`src/rtl/dat_sink_ctrl.sv`:
```
// Channel-switch sequencer and FWFT capture FIFO for the selector output.
// Define SINK_DROP_ON_SWITCH_EN to discard words arriving while a switch settles.
module dat_sink_ctrl #(
    parameter int DEPTH_LOG2     = 4,
    parameter int FLAG_HI_CYCLES = 2,
    parameter int SETTLE_CYCLES  = 4
) (
    input  logic                  clk,
    input  logic                  reset_n,
    input  logic                  sw_req,
    input  logic [2:0]            sw_channel,
    output logic                  sw_busy,
    output logic                  sw_done,
    output logic                  sw_err,
    output logic [2:0]            cur_channel,
    output logic [2:0]            channel_choose,
    output logic                  update_flag,
    input  logic [15:0]           dat_db,
    input  logic                  dat_wren,
    output logic [15:0]           out_data,
    output logic                  out_valid,
    input  logic                  out_ready,
    output logic [DEPTH_LOG2:0]   fifo_level,
    output logic                  overflow,
    input  logic                  clr_overflow
);

    localparam int DEPTH = 1 << DEPTH_LOG2;
    localparam int MAXC  = (FLAG_HI_CYCLES > SETTLE_CYCLES) ?
                           FLAG_HI_CYCLES : SETTLE_CYCLES;
    localparam int CW    = $clog2(MAXC + 1);

    localparam logic [CW-1:0] HI_LAST = CW'(FLAG_HI_CYCLES - 1);
    localparam logic [CW-1:0] LO_LAST = CW'(SETTLE_CYCLES - 1);
    localparam logic [CW-1:0] CNT_ONE = CW'(1);
    localparam logic [DEPTH_LOG2:0] PTR_ONE = (DEPTH_LOG2+1)'(1);

    typedef enum logic [1:0] {
        S_IDLE,
        S_FLAG_HI,
        S_FLAG_LO,
        S_DONE
    } state_e;

    state_e        state_q, state_d;
    logic [CW-1:0] cnt_q, cnt_d;
    logic [2:0]    chan_q, chan_d;
    logic [2:0]    cur_q, cur_d;
    logic          err_q, err_d;

    always_ff @(posedge clk or negedge reset_n) begin
        if (!reset_n) begin
            state_q <= S_IDLE;
            cnt_q   <= '0;
            chan_q  <= 3'd0;
            cur_q   <= 3'd0;
            err_q   <= 1'b0;
        end else begin
            state_q <= state_d;
            cnt_q   <= cnt_d;
            chan_q  <= chan_d;
            cur_q   <= cur_d;
            err_q   <= err_d;
        end
    end

    always_comb begin
        state_d = state_q;
        cnt_d   = cnt_q;
        chan_d  = chan_q;
        cur_d   = cur_q;
        err_d   = 1'b0;
        unique case (state_q)
            S_IDLE: begin
                if (sw_req) begin
                    if (sw_channel <= 3'd3) begin
                        chan_d  = sw_channel;
                        cnt_d   = '0;
                        state_d = S_FLAG_HI;
                    end else begin
                        err_d = 1'b1;
                    end
                end
            end
            S_FLAG_HI: begin
                if (cnt_q == HI_LAST) begin
                    cnt_d   = '0;
                    state_d = S_FLAG_LO;
                end else begin
                    cnt_d = cnt_q + CNT_ONE;
                end
            end
            S_FLAG_LO: begin
                // cur_channel becomes visible together with sw_done
                if (cnt_q == LO_LAST) begin
                    cnt_d   = '0;
                    cur_d   = chan_q;
                    state_d = S_DONE;
                end else begin
                    cnt_d = cnt_q + CNT_ONE;
                end
            end
            S_DONE: begin
                state_d = S_IDLE;
            end
            default: begin
                state_d = S_IDLE;
            end
        endcase
    end

    assign sw_busy        = (state_q != S_IDLE);
    assign sw_done        = (state_q == S_DONE);
    assign update_flag    = (state_q == S_FLAG_HI);
    assign sw_err         = err_q;
    assign cur_channel    = cur_q;
    assign channel_choose = chan_q;

    logic [15:0]         mem_q [DEPTH];
    logic [DEPTH_LOG2:0] wptr_q, wptr_d;
    logic [DEPTH_LOG2:0] rptr_q, rptr_d;
    logic                ovf_q, ovf_d;
    logic                empty;
    logic                full;
    logic                wr_ok;
    logic                push;
    logic                pop;
    logic                drop;

`ifdef SINK_DROP_ON_SWITCH_EN
    assign wr_ok = dat_wren &&
                   (state_q != S_FLAG_LO) &&
                   (state_q != S_DONE);
`else
    assign wr_ok = dat_wren;
`endif

    assign empty = (wptr_q == rptr_q);
    assign full  = (wptr_q[DEPTH_LOG2] != rptr_q[DEPTH_LOG2]) &&
                   (wptr_q[DEPTH_LOG2-1:0] == rptr_q[DEPTH_LOG2-1:0]);

    assign pop  = !empty && out_ready;
    assign push = wr_ok && (!full || pop);
    assign drop = wr_ok && full && !pop;

    always_comb begin
        wptr_d = wptr_q;
        rptr_d = rptr_q;
        ovf_d  = ovf_q;
        if (push) wptr_d = wptr_q + PTR_ONE;
        if (pop)  rptr_d = rptr_q + PTR_ONE;
        if (drop)
            ovf_d = 1'b1;
        else if (clr_overflow)
            ovf_d = 1'b0;
    end

    always_ff @(posedge clk or negedge reset_n) begin
        if (!reset_n) begin
            wptr_q <= '0;
            rptr_q <= '0;
            ovf_q  <= 1'b0;
        end else begin
            wptr_q <= wptr_d;
            rptr_q <= rptr_d;
            ovf_q  <= ovf_d;
        end
    end

    // At full with a pop, the write slot is the head being popped this edge
    always_ff @(posedge clk) begin
        if (push) mem_q[wptr_q[DEPTH_LOG2-1:0]] <= dat_db;
    end

    assign out_valid  = !empty;
    assign out_data   = empty ? 16'h0000 : mem_q[rptr_q[DEPTH_LOG2-1:0]];
    assign fifo_level = wptr_q - rptr_q;
    assign overflow   = ovf_q;

endmodule

```
`config.mk`:
```
export PLATFORM = sky130hd
export DESIGN_NAME = dat_sink_ctrl
export DESIGN_NICKNAME = d
export VERILOG_FILES = /design/src/rtl/dat_sink_ctrl.sv
export SDC_FILE = /design/constraint.sdc
export NUM_CORES = 1
export LEC_CHECK = 0
export ABC_AREA = 1
export CAP_MARGIN = 25
export CORE_MARGIN = 1.5
export CORE_UTILIZATION = 60
export DETAILED_ROUTE_END_ITERATION = 6
export PLACE_DENSITY_LB_ADDON = 0.15
export SYNTH_ARGS = -nofsm -noshare
export SYNTH_HDL_FRONTEND = slang
export SYNTH_SLANG_ARGS = --single-unit
```
`constraint.sdc`:
```
create_clock -name clk -period 3.2 [get_ports clk]
set_clock_uncertainty 0.05 [all_clocks]
set_input_delay 0.48 -clock clk [delete_from_list [all_inputs] [get_ports clk]]
set_output_delay 0.48 -clock clk [all_outputs]
set_load 0.02 [all_outputs]
```
==> results.yml <==
synthesis:
  ys.flop_type: "edfxtp_1"
  ys_types: 26
  ys_seq_area_share_pct: 66.9
  ys_ff_latch: 279
  syn-num-nets: 1265
  netlist_area_sq_um: 12400
  synthCells: 1221
  async_flop_share_pct: 8.24
  syn_avg_cell_area_sq_um: 10.1
  synth-edff-count: 256
  yosys_warnings: 0
pwr:
  p_switching_uw: 5370
  seq_power_share_pct: 34.4
  internal-power_uw: 8090
  p_clk_share_pct: 22.5
  comb_power_share_pct: 43.1
  powerDensity_nw_per_um2: 939
  swShare_pct: 39.9
  p_leak_uw: 0.00630
  ir_drop_mv: 1.22
grt:
  met1_usage_pct: 37.1
  grt_pass1_vias: 8223
  grt_first_pass_wirelength_mm: 46.1
  antenna_found_initial: 0
  grt_busiest_layer: "met2"
  grtUsageMet2_pct: 49.1
  gr-total-overflow: 0
  track_usage_pct: 28.6
  grt.met3_usage_pct: 4.50
  grt_max_degree: 67
setup_path:
  critPathRequiredTime_ns: 2.67
  crit_arrival_ns: 2.57
  critPathKind: "reg -> out"
  cp-start-kind: "register"
  reg2reg_depth: 10
  regToRegSetupSlack_ns: 0.62
  endpoint_kind: "primary output"
  cp_max_fo: 23
timing:
  worst_pin_slew_ns: 0.667
  hold_violations: 0
  setup_violations: 0
  slew_headroom_pct: 55.4
  post-route-period-util_pct: 96.7
  setup_tns_ns: 0
  period_minus_slack_ns: 3.10
  max_freq_mhz: 323
  hold_ws_ns: 0.288
  drv_slew: 0
  rsz0062_at_grt: "false"
cts:
  clk_pin_slew_ns: 0.07
  cts.sinks: 279
  cts_buffer_depth: 3
  cts_max_level: 1
  tritoncts: "built"
  cts_buffers: 28
  root_buffer: "clkbuf_16"
  clock_latency_ns: 0.54
route:
  wl_per_cell_microns: 18.8
  ant_nets: 0
  viasPerCell: 5.38
  dr_total_vias: 8541
  drt-initial-drc-count: 762
  drc: 0
  dr.pass1.iters: 5
  drt-total-wl_mm: 29.8
placed_design:
  hpwl_mm: 16.7
  io_buffer_count: 57
  place_area_sq_um: 13400
  gp_congestion: 0.828
  placed_cells: 1535
die:
  io-pin-count: 58
  row_count: 52
  initial_core_util_pct: 61.1
  die-area_sq_um: 21500
  die_y_microns: 147
  coreArea_sq_um: 20200
  die_w_microns: 147
cells_and_area:
  layout_commonest_cell: "nand2_1"
  syn_to_final_growth_pct: 16.1
  stdcell_area_sq_um: 14300
  fin_util_pct: 70.9
  drive_gt1_share_pct: 8.04
  most-common-layout-cells: "459 x nand2_1, 256 x edfxtp_1, 197 x inv_1"
  final_cells: 1589
  nNetsFinal: 1341
outcome:
  status: "finished clean"
job:
  drv_cap: 0
worst_hold_path:
  min_path_type: "in -> async"
-- sequential cells by signal, summed over array words and instances, names as in the netlist --
name	cells
cnt_q	3
wptr_q	5
state_q	2
sw_err	1
rptr_q	5
mem_q	256
overflow	1
cur_channel	3
channel_choose	3
-- metal layers --
| layer | up-vias | share of wire (%) | wire length, microns |
|---|---|---|---|
| met4 | 0 | 4.0 | 1190 |
| met3 | 73 | 8.4 | 2500 |
| met5 | - | 0 | 0 |
| met2 | 383 | 49 | 14700 |
| met1 | 4029 | 38 | 11400 |
| li1 | 4056 | - | - |
-- worst paths after layout --
kind	from	end
worst max-delay path	rptr_q[0]	out_data[3]
worst min-delay path	reset_n	channel_choose[0]
worst min register to register	channel_choose[2]	channel_choose[2]
min in group clk	channel_choose[2]	channel_choose[2]
max in group asynchronous	reset_n	rptr_q[0]
worst max register to register	rptr_q[1]	mem_q[14][1]
-- power groups by stage --
stage / combinational [uW] / sequential [uW] / clock, uW
finish: 5800 / 4630 / 3030
global route: 6300 / 4660 / 3190
CTS: 5800 / 4630 / 3070
detailed placement: 5770 / 4680 / 0
global placement: 5710 / 4670 / 0
floorplan: 3500 / 4670 / 0
-- cell families after synthesis --
kind of cell               share of synthesized area [%]
and+or+nand+nor                                     20.5
DFF                                                 66.9
buffers and inverters                               8.20
AOI/OAI and AO/OA                                   1.28
adders and majority gates                           1.98
xor gates and xnor gates                           0.709
muxes                                              0.456
-- synth_stat cells (2+ instances only) --
master / n / area, sq um
a21oi_1: 22 / 110
clkbuf_1: 4 / 15.0
buf_2: 36 / 180
xnor2_1: 2 / 17.5
inv_2: 3 / 11.3
clkinv_1: 2 / 7.51
inv_1: 199 / 747
nor3_1: 3 / 15.0
ha_1: 18 / 225
dfrtp_1: 23 / 576
mux2_2: 5 / 56.3
xor2_1: 8 / 70.1
buf_1: 5 / 18.8
edfxtp_1: 256 / 7690
buf_4: 3 / 22.5
o21ai_0: 7 / 35.0
nor2_1: 21 / 78.8
o22ai_1: 2 / 12.5
nand3_1: 137 / 686
nand2_1: 459 / 1720
-- worst max-delay path: stages (launching register included) --
cell,delay (ns)
dfrtp_4,0.57
inv_8,0.19
buf_12,0.18
nand2_1,0.07
nand2_1,0.06
nand2_1,0.06
nand3_1,0.09
nand3_1,0.22
a21oi_1,0.21
dlygate4sd2_1,0.35
-- layout make-up --
type                       count  area [sq um]
sequential                   279          8270
fill                        1473          5900
multi-input combinational    689          3120
timing repair buffer          95           998
inverter                     204           776
clock buffer                  39           742
tap                          270           338
clock inverter                12          95.1
antenna                        1          2.50
-- metrics by stage --
step                worst slack, ns  total power, uW
finish                        0.104            13500
global route                0.00809            14200
CTS                          0.0370            13500
detailed placement            0.239            10500
global placement              0.285            10400
floorplan                     0.341             8170
-- repair_timing --
item | CTS | global route
hold buffers | 0 | 0
resized for setup | 23 | 6
setup endpoints to repair | 17 | 8
endpoints found under the hold margin | 0 | 0
buffers inserted | 0 | 0
cloned | 2 | 0
Note: power is estimated with default switching activity, not from simulation.
